===== config.mk =====
export PLATFORM = sky130hd
export DESIGN_NAME = ripple_carry_adder_flat
export DESIGN_NICKNAME = d
export VERILOG_FILES = /design/src/rtl/rca_pkg.sv /design/src/rtl/ripple_carry_adder_if.sv /design/src/rtl/ripple_carry_adder_full_adder.sv /design/src/rtl/ripple_carry_adder.sv /design/src/flat_wrapper.sv
export SDC_FILE = /design/constraint.sdc
export NUM_CORES = 1
export LEC_CHECK = 0
export ABC_AREA = 1
export CORE_AREA = 2 2 39 41
export DETAILED_ROUTE_END_ITERATION = 16
export DIE_AREA = 0 0 41 43
export PLACE_DENSITY = 0.58
export SLEW_MARGIN = 20
export SYNTH_ARGS = -nofsm -noshare
export SYNTH_HDL_FRONTEND = slang
export SYNTH_SLANG_ARGS = --single-unit
export TNS_END_PERCENT = 50

===== constraint.sdc =====
create_clock -name clk -period 0.8 [get_ports clk]
set_input_delay 0.24 -clock clk [delete_from_list [all_inputs] [get_ports clk]]
set_output_delay 0.24 -clock clk [all_outputs]
set_load 0.005 [all_outputs]

===== src/rtl/rca_pkg.sv =====
// rca_pkg: shared width constants for the ripple-carry adder slice.
//   RCA_DEFAULT_WIDTH - default operand/sum width
//   RCA_MAX_WIDTH     - largest supported operand/sum width
package rca_pkg;
    localparam int RCA_DEFAULT_WIDTH = 4;
    localparam int RCA_MAX_WIDTH     = 32;
endpackage


===== src/rtl/ripple_carry_adder_if.sv =====
// ripple_carry_adder_if: operand/result bundle for ripple_carry_adder.
//   in_valid, A, B, Ci  - operand side (driven by master)
//   S, Co, out_valid    - registered result side (driven by slave)
//   OV                  - two's-complement overflow, present only with RCA_OVERFLOW_EN
interface ripple_carry_adder_if import rca_pkg::*; #(parameter int WIDTH = RCA_DEFAULT_WIDTH);
    logic             in_valid;
    logic [WIDTH-1:0] A;
    logic [WIDTH-1:0] B;
    logic             Ci;
    logic [WIDTH-1:0] S;
    logic             Co;
    logic             out_valid;
`ifdef RCA_OVERFLOW_EN
    logic             OV;
    modport master (output in_valid, A, B, Ci, input S, Co, out_valid, OV);
    modport slave  (input in_valid, A, B, Ci, output S, Co, out_valid, OV);
`else
    modport master (output in_valid, A, B, Ci, input S, Co, out_valid);
    modport slave  (input in_valid, A, B, Ci, output S, Co, out_valid);
`endif
endinterface


===== src/rtl/ripple_carry_adder_full_adder.sv =====
// full_adder: single-bit combinational full adder.
//   a, b, ci - addend bits and carry-in
//   s, co    - sum bit and carry-out
module full_adder (
    input  logic a,
    input  logic b,
    input  logic ci,
    output logic s,
    output logic co
);
    assign s  = a ^ b ^ ci;
    assign co = (a & b) | (ci & (a ^ b));
endmodule


===== src/rtl/ripple_carry_adder.sv =====
// ripple_carry_adder: WIDTH-bit ripple-carry adder with a one-cycle registered result.
//   clk   - rising-edge clock
//   rst_n - asynchronous active-low reset, clears S, Co, out_valid (and OV)
//   bus   - ripple_carry_adder_if slave: in_valid/A/B/Ci in, S/Co/out_valid out
//   Optional: define RCA_OVERFLOW_EN to add the registered overflow flag bus.OV.
module ripple_carry_adder import rca_pkg::*; #(
    parameter int WIDTH = RCA_DEFAULT_WIDTH
) (
    input logic                clk,
    input logic                rst_n,
    ripple_carry_adder_if.slave bus
);
    logic [WIDTH:0]   c;
    logic [WIDTH-1:0] sum;
    logic [WIDTH-1:0] s_q;
    logic             co_q;
    logic             v_q;

    assign c[0] = bus.Ci;

    for (genvar i = 0; i < WIDTH; i++) begin : g_fa
        full_adder u_fa (
            .a  (bus.A[i]),
            .b  (bus.B[i]),
            .ci (c[i]),
            .s  (sum[i]),
            .co (c[i+1])
        );
    end

    always_ff @(posedge clk or negedge rst_n) begin
        if (!rst_n) begin
            s_q  <= '0;
            co_q <= 1'b0;
            v_q  <= 1'b0;
        end else begin
            v_q <= bus.in_valid;
            if (bus.in_valid) begin
                s_q  <= sum;
                co_q <= c[WIDTH];
            end
        end
    end

    assign bus.S         = s_q;
    assign bus.Co        = co_q;
    assign bus.out_valid = v_q;

`ifdef RCA_OVERFLOW_EN
    logic ov_q;

    // Overflow: carry into the sign bit differs from carry out of it.
    always_ff @(posedge clk or negedge rst_n) begin
        if (!rst_n)
            ov_q <= 1'b0;
        else if (bus.in_valid)
            ov_q <= c[WIDTH] ^ c[WIDTH-1];
    end

    assign bus.OV = ov_q;
`endif
endmodule


===== src/flat_wrapper.sv =====
// flat-port wrapper written by rule: the top's interface ports become plain ports
module ripple_carry_adder_flat import rca_pkg::*;
#(
    parameter int WIDTH = RCA_DEFAULT_WIDTH
)
  (clk, rst_n, bus_in_valid, bus_A, bus_B, bus_Ci, bus_S, bus_Co, bus_out_valid);
  ripple_carry_adder_if #(.WIDTH(WIDTH)) bus_i ();
  input logic clk;
  input logic rst_n;
  input wire logic [$bits(bus_i.in_valid)-1:0] bus_in_valid;
  input wire logic [$bits(bus_i.A)-1:0] bus_A;
  input wire logic [$bits(bus_i.B)-1:0] bus_B;
  input wire logic [$bits(bus_i.Ci)-1:0] bus_Ci;
  output wire logic [$bits(bus_i.S)-1:0] bus_S;
  output wire logic [$bits(bus_i.Co)-1:0] bus_Co;
  output wire logic [$bits(bus_i.out_valid)-1:0] bus_out_valid;
  assign bus_i.in_valid = bus_in_valid;
  assign bus_i.A = bus_A;
  assign bus_i.B = bus_B;
  assign bus_i.Ci = bus_Ci;
  assign bus_S = bus_i.S;
  assign bus_Co = bus_i.Co;
  assign bus_out_valid = bus_i.out_valid;
  ripple_carry_adder #(.WIDTH(WIDTH)) u_core (.clk(clk), .rst_n(rst_n), .bus(bus_i));
endmodule

==> flow_summary.toml, run 1 <==
[critical_path]
crit_cells = 11
start_kind = "primary input"
reg2reg_to = "u_core.bus.S[3]"
rrSetupSlack_ns = 0.11
path_buf_inv = 5
crit_family = "adder cells"
crit_path_cell_trace = "buf_8 -> inv_12 -> fa_2 -> inv_2 -> fa_2 -> fa_2 -> inv_2 -> fa_2 -> inv_2 -> nand2_2 -> nand2_1"
cp-endpoint = "u_core.bus.S[3]"
required_ns = 0.98
critical_path.endpoint_type = "register"
crit_type = "in2reg"
path_common_cell = "fa_2"
reg2reg_from = "u_core.bus.S[3]"
crit_start = "bus_Ci"
slowest_delay_ns = 0.42
crit_path_max_fanout = 1
arrival_ns = 1.89
crit_slowest_cell = "fa_2"
ff2ff_path_depth = 3

[routing]
dr.pass1.iters = 2
drtIter0Drc = 3
final_antenna_net_count = 0
routed_wl_um = 603
viasPerCell = 3.773
wl_per_cell_um = 8.040
num_vias = 283
drcViolationCount = 0

[outcome]
violations = "negative setup slack"
status = "complete, but fails checks"

[floorplan]
rows = 14
coreArea_um2 = 1384
fp.dieH_um = 43
die_area_um2 = 1763
fp.dieW_um = 41
initial_utilization_pct = 23.69
ioPinCount = 18

[power_and_ir_drop]
p_sw_uw = 235.3
p_leak_uw = 0.0003055
p_comb_share_pct = 29.2
powerDensity_nw_per_um2 = 1565
p_clk_share_pct = 29.8
p_total_uw = 902.4
peakVddDrop_uv = 430.8
p_seq_share_pct = 40.9
p_sw_share_pct = 26.07
internal_power_uw = 667.2

[yosys]
synth_sequential_area_ratio_pct = 45.80
syn_area_um2 = 327.8
synth_compound_area_share_pct = 0
synth-simple-area-share_pct = 17.18
synth.largest_area_cell = "dfrtp_1"
ys_ff_latch = 6
synth_warnings = 0
synth_common_cells = "nand2_1 (15), inv_1 (10), dfrtp_1 (6)"
ys.flop_type = "dfrtp_1"
synth_cells = 36
synth_xor_xnor_area_share_pct = 0
yosysMostFrequentCell = "nand2_1"
yosysUniqueCellTypes = 5
syn_nets = 52
synthMuxAreaShare_pct = 0
synth-edff-count = 0
synth_area_leaders = "dfrtp_1 (46%), fa_1 (24%), nand2_1 (17%)"
synthArstFlopShare_pct = 100.0
synth_fa_ha_area_share_pct = 24.43
netlist.area_leader.share_pct = 45.80
avgSynthCellArea_um2 = 9.106
synth_top_family_by_area = "adder cells"

[cts]
clockBufferDepth = 2
cts_tree = "built"
clkLatencyLatePin_ns = 0.24
cts_setup_buffers = 0
cts.sinks = 6
tritoncts.num_buffers = 3
cts_hold_buf = 0
cts.clk_slew.worst_paths_ns = 0.04
root_buffer = "clkbuf_4"
htreeDepth = 1

[sta]
setup_viol = 11
hold_viol = 0
final.setup_skew_ns = 0
slew_violations = 0
post-route-period-util_pct = 214.2
rsz0062_at_grt = "yes"
max_freq_ghz = 0.5835
worst_slack_ns = -0.9139
worst_pin_slew_ns = 0.2645
post-route-min-period_ns = 1.714
slew_headroom_pct = 82.31

[cells_and_area]
multi_input_area_um2 = 151.4
regArea_um2 = 150.1
fillers = 155
finalNetCount = 77
area_delta_synth_final_pct = 75.95
final_layout_size_suffix_gt1_share_pct = 47.46
antennaDiodeCount = 0
fin_cells = 75

[grt]
grt_first_pass_wirelength_um = 1076
overflow = 0
antenna_found_initial = 0
grt_pass1_vias = 263
grt_use_total_pct = 9.654
grt_max_degree = 7

[flow_run]
max_cap_viol_count = 0

[placed_design]
io_buffers = 17
dpl.cell_count = 72
place_congestion = 0.6095
dpl.hpwl_um = 508.4

[worst_hold_path]
hp-class = "in2async"
-- how the worst min path moves through the flow --
stage,start,end,cells past startpoint
2_1_floorplan,rst_n,u_core.bus.Co,0
3_3_place_gp,u_core.bus.S[0],u_core.bus.S[0],2
3_5_place_dp,u_core.bus.S[1],u_core.bus.S[1],2
4_1_cts,rst_n,u_core.bus.S[0],1
5_1_grt,rst_n,u_core.bus.S[3],1
6_report,rst_n,u_core.bus.S[1],1
-- metal layers --
layer	global-route usage [%]	share of wire [%]
met1	13.04	41
met2	10.94	45
met3	3.141	12
met4	10.00	1.5
met5	0	0
-- power groups by stage --
stage / Clock (uW) / Sequential (uW) / Combinational (uW)
6_report: 269 / 369 / 264
5_1_grt: 303 / 372 / 311
4_1_cts: 288 / 370 / 279
3_5_place_dp: 0 / 374 / 297
3_3_place_gp: 0 / 373 / 294
2_1_floorplan: 0 / 378 / 96.2
-- metrics by stage --
stage	setup TNS (ns)	worst slack (ns)	instance area [um2]	hold WS, ns	utilization [%]
6_report	-3.575	-0.9139	576.8	0.2385	41.68
4_1_cts	-4.433	-0.9970	595.6	0.2345	43.04
2_1_floorplan	-3.230	-1.012	355.3	-0.05559	-
5_1_grt	-4.017	-0.9754	576.8	0.2518	41.68
3_3_place_gp	-8.364	-1.703	568.0	0.4566	41.05
3_5_place_dp	-8.461	-1.717	568.0	0.4693	41.05
-- what timing repair did --
action	in CTS	in global routing
pin swaps	11	6
endpoints found under the setup margin	11	11
resized for setup	32	12
-- sequential cells by signal (all words and copies together), names as in the netlist --
name / flops
u_core.bus.Co: 1
u_core.bus.S: 4
u_core.bus.out_valid: 1
-- area by class of cell --
cell class | instances | share of cell area [%]
Timing Repair Buffer | 20 | 29.72
Clock buffer | 3 | 3.905
Sequential cell | 6 | 26.03
Multi-Input combinational cell | 19 | 26.25
Inverter | 11 | 10.63
Tap cell | 16 | 3.471
-- placed cells by master, fill, tap and decap left out, drive strengths merged --
master,instances
dfrtp,6
buf,6
clkdlybuf4s50,6
clkinv,1
clkbuf,9
nand2,15
dlygate4sd2,2
fa,4
inv,10
-- cell families (layout without fill, tap and decap cells) --
logic type / after synthesis / count (layout)
flip-flops: 6 / 6
buffers and inverters: 11 / 34
AND/OR/NAND/NOR: 15 / 15
adder cells (fa/ha/maj): 4 / 4
Note: power is estimated with default switching activity, not from simulation.
==> run 2: changes to the inputs <==
--- a/config.mk
+++ b/config.mk
@@ -9,6 +9,7 @@
 export CORE_AREA = 2 2 39 41
 export DETAILED_ROUTE_END_ITERATION = 16
 export DIE_AREA = 0 0 41 43
+export GPL_ROUTABILITY_DRIVEN = 0
 export PLACE_DENSITY = 0.58
 export SLEW_MARGIN = 20
 export SYNTH_ARGS = -nofsm -noshare
==> results of run 2 <==
The final DEF is identical to that of run 1; final timing and power are the same.
